File: config.mk
export PLATFORM = sky130hd
export DESIGN_NAME = legv8_mc_control
export DESIGN_NICKNAME = d
export VERILOG_FILES = /design/src/rtl/legv8_mc_control_pkg.sv /design/src/rtl/legv8_opc_match.sv /design/src/rtl/legv8_mc_control.sv
export SDC_FILE = /design/constraint.sdc
export NUM_CORES = 1
export LEC_CHECK = 0
export BUFFER_PORTS_ARGS = -buffer_cell sky130_fd_sc_hd__buf_4
export CORE_ASPECT_RATIO = 0.8
export CORE_UTILIZATION = 47
export CTS_BUF_LIST = sky130_fd_sc_hd__clkbuf_4 sky130_fd_sc_hd__clkbuf_8 sky130_fd_sc_hd__clkbuf_16
export DETAILED_ROUTE_END_ITERATION = 10
export GPL_ROUTABILITY_DRIVEN = 0
export PLACE_DENSITY = 0.76
export SETUP_SLACK_MARGIN = 0.2
export SYNTH_ARGS = -nofsm -noshare
export SYNTH_HDL_FRONTEND = slang
export SYNTH_SLANG_ARGS = --single-unit
File: constraint.sdc
create_clock -name iCLK -period 2 [get_ports iCLK]
set_clock_uncertainty 0.2 [all_clocks]
set_input_delay 0 -clock iCLK [delete_from_list [all_inputs] [get_ports iCLK]]
set_output_delay 0 -clock iCLK [all_outputs]
set_load 0.05 [all_outputs]
File: src/rtl/legv8_mc_control_pkg.sv
// Shared encodings for the LEGv8 multicycle control unit.
// States, opcode prefixes and datapath mux selects.
package legv8_mc_control_pkg;

    typedef enum logic [3:0] {
        S_IDLE   = 4'd0,
        S_FETCH  = 4'd1,
        S_DECODE = 4'd2,
        S_MEMADR = 4'd3,
        S_MEMRD  = 4'd4,
        S_MEMWB  = 4'd5,
        S_MEMWR  = 4'd6,
        S_EXEC   = 4'd7,
        S_RWB    = 4'd8,
        S_CBZ    = 4'd9,
        S_UBR    = 4'd10,
        S_BL     = 4'd11,
        S_BR     = 4'd12,
        S_HALT   = 4'd13
    } state_t;

    localparam int OPW   = 11;
    localparam int CBZ_W = 8;
    localparam int B_W   = 6;

    localparam logic [OPW-1:0]   OP_LDUR = 11'h7C2;
    localparam logic [OPW-1:0]   OP_STUR = 11'h7C0;
    localparam logic [OPW-1:0]   OP_ADD  = 11'h458;
    localparam logic [OPW-1:0]   OP_SUB  = 11'h658;
    localparam logic [OPW-1:0]   OP_AND  = 11'h450;
    localparam logic [OPW-1:0]   OP_ORR  = 11'h550;
    localparam logic [OPW-1:0]   OP_BR   = 11'h6B0;
    localparam logic [CBZ_W-1:0] OP_CBZ  = 8'hB4;
    localparam logic [B_W-1:0]   OP_B    = 6'h05;
    localparam logic [B_W-1:0]   OP_BL   = 6'h25;

    localparam logic [1:0] SRCB_REG  = 2'b00;
    localparam logic [1:0] SRCB_FOUR = 2'b01;
    localparam logic [1:0] SRCB_IMM  = 2'b10;
    localparam logic [1:0] SRCB_BOFF = 2'b11;

    localparam logic [1:0] ALU_ADD   = 2'b00;
    localparam logic [1:0] ALU_PASSB = 2'b01;
    localparam logic [1:0] ALU_FUNCT = 2'b10;

    localparam logic [1:0] M2R_ALU = 2'b00;
    localparam logic [1:0] M2R_MDR = 2'b01;
    localparam logic [1:0] M2R_PC  = 2'b10;

    localparam logic [1:0] PCS_ALU    = 2'b00;
    localparam logic [1:0] PCS_ALUOUT = 2'b01;
    localparam logic [1:0] PCS_REGA   = 2'b10;

    typedef struct packed {
        logic ldur;
        logic stur;
        logic rtype;
        logic cbz;
        logic b;
        logic bl;
        logic br;
    } opc_cls_t;

endpackage

File: src/rtl/legv8_opc_match.sv
// Prefix decoder: opcode field to one-hot instruction class.
// Nothing matching means the opcode is illegal.
module legv8_opc_match
    import legv8_mc_control_pkg::*;
(
    input  logic [OPW-1:0] op,
    output opc_cls_t       cls,
    output logic           illegal
);

    always_comb begin
        cls       = '0;
        cls.ldur  = (op == OP_LDUR);
        cls.stur  = (op == OP_STUR);
        cls.rtype = (op == OP_ADD) || (op == OP_SUB) ||
                    (op == OP_AND) || (op == OP_ORR);
        cls.cbz   = (op[10:3] == OP_CBZ);
        cls.b     = (op[10:5] == OP_B);
        cls.bl    = (op[10:5] == OP_BL);
        cls.br    = (op == OP_BR);
        illegal   = ~|cls;
    end

endmodule

File: src/rtl/legv8_mc_control.sv
// LEGv8 multicycle control FSM with memory-ready handshake
// and a watchdog on every memory wait state.
module legv8_mc_control
    import legv8_mc_control_pkg::*;
#(
    parameter int MEM_TIMEOUT     = 200,
    parameter int TMO_W           = 8,
    parameter bit HALT_ON_ILLEGAL = 1'b1
) (
    input  logic        iCLK,
    input  logic        iRST_n,
    input  logic [10:0] iOp,
    input  logic        iMemReady,
    input  logic        iZero,
    output logic        oPCWrite,
    output logic        oPCWriteCond,
    output logic        oIRWrite,
    output logic        oIorD,
    output logic        oMemRead,
    output logic        oMemWrite,
    output logic        oRegWrite,
    output logic        oReg2Loc,
    output logic        oRegDst,
    output logic        oALUSrcA,
    output logic [1:0]  oALUSrcB,
    output logic [1:0]  oOpALU,
    output logic [1:0]  oMemtoReg,
    output logic [1:0]  oPCSource,
    output logic        oIllegal,
    output logic        oMemTimeout,
    output logic [3:0]  oState
);

    state_t           state, state_n;
    logic [TMO_W-1:0] cnt;
    logic             run;
    logic             tmo;
    logic             waiting;
    logic             trip;
    opc_cls_t         cls;
    logic             bad_op;
    logic             unused_zero;

    // iZero gates the PC write inside the datapath, not here
    assign unused_zero = iZero;

    legv8_opc_match u_match (
        .op      (iOp),
        .cls     (cls),
        .illegal (bad_op)
    );

    assign waiting = (state == S_FETCH) || (state == S_MEMRD) ||
                     (state == S_MEMWR);
    assign trip    = waiting && !iMemReady &&
                     (cnt == TMO_W'(MEM_TIMEOUT - 1));

    // run delays the IDLE->FETCH step by one edge after reset release
    always_ff @(posedge iCLK or negedge iRST_n) begin
        if (!iRST_n) begin
            state <= S_IDLE;
            cnt   <= '0;
            run   <= 1'b0;
            tmo   <= 1'b0;
        end else begin
            state <= state_n;
            run   <= 1'b1;
            if (trip)
                tmo <= 1'b1;
            if (state_n != state)
                cnt <= '0;
            else if (waiting && !iMemReady)
                cnt <= cnt + TMO_W'(1);
        end
    end

    assign oMemTimeout = tmo;
    assign oState      = state;

    always_comb begin
        state_n      = state;
        oPCWrite     = 1'b0;
        oPCWriteCond = 1'b0;
        oIRWrite     = 1'b0;
        oIorD        = 1'b0;
        oMemRead     = 1'b0;
        oMemWrite    = 1'b0;
        oRegWrite    = 1'b0;
        oReg2Loc     = 1'b0;
        oRegDst      = 1'b0;
        oALUSrcA     = 1'b0;
        oALUSrcB     = SRCB_REG;
        oOpALU       = ALU_ADD;
        oMemtoReg    = M2R_ALU;
        oPCSource    = PCS_ALU;
        oIllegal     = 1'b0;
        unique case (state)
            S_IDLE: if (run) state_n = S_FETCH;
            S_FETCH: begin
                oMemRead = 1'b1;
                oALUSrcB = SRCB_FOUR;
                oIRWrite = iMemReady;
                oPCWrite = iMemReady;
                if (iMemReady)  state_n = S_DECODE;
                else if (trip)  state_n = S_HALT;
            end
            S_DECODE: begin
                oALUSrcB = SRCB_BOFF;
                unique case (1'b1)
                    cls.ldur, cls.stur: state_n = S_MEMADR;
                    cls.rtype:          state_n = S_EXEC;
                    cls.cbz:            state_n = S_CBZ;
                    cls.b:              state_n = S_UBR;
                    cls.bl:             state_n = S_BL;
                    cls.br:             state_n = S_BR;
                    default: begin
                        oIllegal = 1'b1;
                        state_n  = HALT_ON_ILLEGAL ? S_HALT : S_FETCH;
                    end
                endcase
            end
            S_MEMADR: begin
                oALUSrcA = 1'b1;
                oALUSrcB = SRCB_IMM;
                oReg2Loc = cls.stur;
                if (cls.ldur)      state_n = S_MEMRD;
                else if (cls.stur) state_n = S_MEMWR;
                else               state_n = S_FETCH;
            end
            S_MEMRD: begin
                oMemRead = 1'b1;
                oIorD    = 1'b1;
                if (iMemReady) state_n = S_MEMWB;
                else if (trip) state_n = S_HALT;
            end
            S_MEMWB: begin
                oRegWrite = 1'b1;
                oMemtoReg = M2R_MDR;
                state_n   = S_FETCH;
            end
            S_MEMWR: begin
                oMemWrite = 1'b1;
                oIorD     = 1'b1;
                oReg2Loc  = 1'b1;
                if (iMemReady) state_n = S_FETCH;
                else if (trip) state_n = S_HALT;
            end
            S_EXEC: begin
                oALUSrcA = 1'b1;
                oOpALU   = ALU_FUNCT;
                state_n  = S_RWB;
            end
            S_RWB: begin
                oRegWrite = 1'b1;
                state_n   = S_FETCH;
            end
            S_CBZ: begin
                oReg2Loc     = 1'b1;
                oALUSrcA     = 1'b1;
                oOpALU       = ALU_PASSB;
                oPCWriteCond = 1'b1;
                oPCSource    = PCS_ALUOUT;
                state_n      = S_FETCH;
            end
            S_UBR: begin
                oPCWrite  = 1'b1;
                oPCSource = PCS_ALUOUT;
                state_n   = S_FETCH;
            end
            S_BL: begin
                oPCWrite  = 1'b1;
                oPCSource = PCS_ALUOUT;
                oRegWrite = 1'b1;
                oRegDst   = 1'b1;
                oMemtoReg = M2R_PC;
                state_n   = S_FETCH;
            end
            S_BR: begin
                oPCWrite  = 1'b1;
                oPCSource = PCS_REGA;
                state_n   = S_FETCH;
            end
            S_HALT: state_n = S_HALT;
            default: state_n = S_IDLE;
        endcase
    end

endmodule

==> out/metrics.csv, run 1 <==
metric,value,unit
io_pins,39,
synth-seq-cells,14,
synth_top_area_share,25.1,%
overflow,59,
io_buffers,37,
clkSinkCount,14,
syn_area_per_cell,7.92,sq um
synth_flop_cell,dfrtp_1,
async_flop_share,100,%
synth.largest_area_cell,dfrtp_1,
yosysUniqueCellTypes,59,
row_count,17,
ctsLongestPathBuffers,2,
die_x,62.9,microns
syn_area,1390,sq um
grt_worst_setup_endpoint,cnt[7]$_DFFE_PN0P_/D,
stop_error,[ERROR GRT-0232] Routing congestion too high. Check the congestion heatmap in the GUI.,
worst-ep-kind,register input,
synth_edf_count,0,
track_usage,76.5,%
ys_seq_area_share,25.1,%
die_y,50.7,microns
status,aborted with a tool error,
numCtsBuffers,3,
cts-root-buf,clkbuf_8,
yosysWarnings,0,
stop_stage,global routing (5_1_grt),
synthCells,176,
grt_max_degree,15,
start_util,50.0,%
htree_levels,1,
synth_nets,192,
synthTopCellsByArea,"dfrtp_1 25%, nor2_1 7.0%, nor3_1 6.5%, xnor2_1 4.4%, nand2_1 4.0%",
place.detailed.hpwl,3.63,mm
-- synthesized netlist by cell type (2+ instances only) --
master and instances:
nor2b_1 4, nand2_1 15, nor3_1 18, nand4_1 2, o22ai_1 3, a21oi_1 9, dfrtp_1 14, o21ai_0 3
buf_2 5, or3_1 3, clkbuf_1 2, or3b_1 2, buf_4 3, or2_2 2, nand2b_1 6, o311ai_0 4
a21boi_0 3, xnor2_1 7, inv_1 5, nor2_1 26, o211ai_1 2
-- metrics by stage --
stage          setup slack (ns)  instance area [sq um]  instances  setup TNS [ns]
3_5_place_dp             -0.216                   2100        282           -1.47
3_3_place_gp            -0.0547                   2100        282          -0.417
4_1_cts                  -0.115                   2420        301          -0.925
2_1_floorplan           -0.0981                   1530        176          -0.931
-- metal layers --
layer | overflow | GRT usage, %
met1 | 0 | 78.8
met2 | 31 | 98.2
met3 | 1 | 48.4
met4 | 27 | 87.6
met5 | 0 | 0
-- timing repair --
action,CTS
endpoints found under the setup margin,17
hold endpoints to repair,15
hold buffers,3
pin swaps,25
buffers inserted,12
gates cloned,0
gates resized for setup,38
-- cell families after synthesis --
kind of cell               count (synthesis)  synth area share (%)
xor gates and xnor gates                   9                  6.19
adders and majority gates                  1                 0.898
buffers and inverters                     15                  5.30
DFF                                       14                  25.1
and+or+nand+nor                           97                  39.9
AOI/OAI and AO/OA                         37                  20.7
muxes                                      2                  1.53
other                                      1                 0.269
==> run 2: changes to the inputs <==
CORE_AREA = 2 2 63 65   (was unset)
CORE_ASPECT_RATIO = unset   (was 0.8)
CORE_UTILIZATION = unset   (was 47)
CTS_BUF_LIST = unset   (was sky130_fd_sc_hd__clkbuf_4 sky130_fd_sc_hd__clkbuf_8 sky130_fd_sc_hd__clkbuf_16)
DIE_AREA = 0 0 65 67   (was unset)
PLACE_DENSITY = unset   (was 0.76)
PLACE_DENSITY_LB_ADDON = 0.15   (was unset)
SETUP_SLACK_MARGIN = unset   (was 0.2)
clock period = 2.6 ns   (was 2 ns; I/O delays follow)
==> out/metrics.csv, run 2 <==
metric,value,unit,change
status,"complete, no violations",,
power.total,2.03,mW,
layout-drive-gt1-share,29.7,%,
worst_slew_pin_slew,0.594,ns,
worst_ir_drop_vdd,424,uV,
period_needed,2.37,ns,
syn_area,1390,sq um,unchanged
finalCritPeriodShare,91.1,%,
rsz0062_at_grt,no,,
hold_start,iMemReady,,
ys_top_cells_by_count,"26 x nor2_1, 18 x nor3_1, 15 x nand2_1",,
slowest_delay,0.53,ns,
layout.cells.most_common,buf_4,,
holdPathStages,3,,
seq_area,350,sq um,
fmax,422,MHz,
clk_pin_slew_worst_paths,0.05,ns,
reg2reg_from,oState[2]$_DFF_PN0_,,
grt_pass1_vias,1371,,
syn_area_per_cell,7.92,sq um,unchanged
drc,0,,
syn2layout_area_growth,31.7,%,
drt_iter0_drc,85,,
ant_nets,0,,
synth_nets,192,,unchanged
critPathBufInv,2,,
overflow,0,,
finalSetupTns,0,ns,
final-setup-viol-count,0,,
dieArea,4360,sq um,
synth_flop_cell,dfrtp_1,,
crit_chain,dlygate4sd3_1 -> buf_4 -> or3b_4 -> nor4_4 -> nor3_2 -> a2111oi_4 -> o211ai_4 -> nor3_1,,
synth-seq-cells,14,,unchanged
grt_pass1_wl,6.11,mm,
start_util,38.7,%,-11 points
cts-root-buf,clkbuf_8,,
fin_cells,267,,
nFillCells,375,,
die_y,67,microns,+32%
synthTopCellsByArea,"dfrtp_1 25%, nor2_1 7.0%, nor3_1 6.5%, xnor2_1 4.4%, nand2_1 4.0%",,
synth.most_common_cell,nor2_1,,
holdBufCountCts,5,,+2
ys_seq_area_share,25.1,%,unchanged
power_density,1110,nW/um^2,
leakagePower,0.781,nW,
clk_latency,0.24,ns,
finalMaxSlewViolations,0,,
io_pins,39,,unchanged
async_flop_share,100,%,unchanged
place.detailed.hpwl,2.92,mm,-20%
crit_family,simple AND/OR/NAND/NOR gates,,
met2WireLength,1.79,mm,
drtPass1Iterations,6,,
vias,1447,,
critPathKind,in -> reg,,
numCtsBuffers,3,,unchanged
row_count,22,,+5
avgViaCountPerCell,5.42,,
reg2reg_depth,6,,
nets,237,,
core,3610,sq um,
synth.largest_area_cell,dfrtp_1,,
yosysWarnings,0,,unchanged
cp.required,2.55,ns,
maxCapViolCount,0,,
synth_edf_count,0,,unchanged
start_kind,input port,,
routed_wl,3.67,mm,
post_drt_wl_per_cell,13.8,microns,
critPathSlowestCell,dlygate4sd3_1,,
cts_tree,built,,
final_cell_mix,"45 x buf_4, 25 x nor2_1, 17 x nor3_1, 15 x nand2_1, 14 x dfrtp_1",,
track_usage,17.8,%,
top_register,cnt,,
m1WireLength,1.66,mm,
worst-path-max-fanout,8,,
route.met3.wl,174,microns,
top_layer_used,met4,,
cts.repair.resized,0,,-100%
synthCells,176,,unchanged
clkSinkCount,14,,unchanged
dpl.cell_count,259,,-8.2%
yosysUniqueCellTypes,59,,unchanged
grt_antenna_before_repair,0,,
antenna_cells,0,,
maxSlewHeadroom,60.3,%,
htree_levels,1,,unchanged
hold_viol_final,0,,
ctsLongestPathBuffers,2,,unchanged
grt_max_degree,20,,
holdPathEnd,oState[1]$_DFF_PN0_,,
synth_top_area_share,25.1,%,unchanged
largest_reg_flops,8,,
cts_setup_buffers,0,,-12
io_buffers,37,,unchanged
min_path_type,in -> reg,,
r2r-end,cnt[1]$_DFFE_PN0P_,,
multiInputGateArea,977,sq um,
end_kind,flop,,
rrSetupSlack,0.27,ns,
cp.arrival,2.32,ns,
die_x,65,microns,+3.4%
-- run 2: worst max path at each step --
| stage | start | end | slack (ns) | depth (start not counted) |
|---|---|---|---|---|
| 2_1_floorplan | oState[2]$_DFF_PN0_ | cnt[0]$_DFFE_PN0P_ | 0.003 | 7 |
| 3_3_place_gp | cnt[4]$_DFFE_PN0P_ | cnt[0]$_DFFE_PN0P_ | 0.33 | 7 |
| 3_5_place_dp | cnt[0]$_DFFE_PN0P_ | cnt[4]$_DFFE_PN0P_ | 0.29 | 7 |
| 4_1_cts | iOp[1] | cnt[1]$_DFFE_PN0P_ | 0.22 | 8 |
| 5_1_grt | iOp[1] | cnt[5]$_DFFE_PN0P_ | 0.09 | 8 |
| 6_report | iOp[1] | cnt[1]$_DFFE_PN0P_ | 0.23 | 8 |
-- run 2: stage by stage --
step           util, %  worst slack, ns  hold slack [ns]  area (sq um)
2_1_floorplan        -          0.00262           -0.496          1400
3_3_place_gp      48.4            0.330           -0.348          1740
3_5_place_dp      48.4            0.287           -0.345          1740
4_1_cts           50.9            0.223           0.0440          1840
5_1_grt           50.9           0.0880           0.0800          1840
6_report          50.9            0.231           0.0436          1840
-- run 2: layer usage --
| metal | vias to the layer above | GRT usage (%) |
|---|---|---|
| li1 | 724 | - |
| met5 | - | 0 |
| met2 | 41 | 31.8 |
| met1 | 678 | 21.9 |
| met3 | 4 | 1.69 |
| met4 | 0 | 6.91 |
-- run 2: worst reg2reg max path, delay by kind of cell (launching register included) --
kind	cells	cell delay [ns]
AND/OR/NAND/NOR	2	0.49
AO/OA/AOI/OAI	2	0.47
flip-flops	1	0.45
XOR/XNOR	1	0.37
buffers and inverters	1	0.22
-- run 2: cells by family after synthesis --
family	count (synthesis)	synth area share [%]
buf+inv	15	5.30
simple gates	97	39.9
other cells	1	0.269
xor+xnor	9	6.19
fa+ha+maj	1	0.898
compound gates	37	20.7
flops	14	25.1
mux	2	1.53
-- run 2: final cells by class --
cell class / count / share of cell area [%]
multi-input cells: 147 / 53.2
repair buffers: 50 / 21.1
flip-flops and latches: 14 / 19.1
well taps: 48 / 3.27
clock buffers: 3 / 2.25
inverters: 5 / 1.02
-- run 2: report_power, final --
group | internal [mW] | switching [mW]
clock | 0.102 | 0.0619
combinational | 0.515 | 1.04
sequential | 0.254 | 0.0572
No activity file was read; power rests on OpenSTA's default activity.
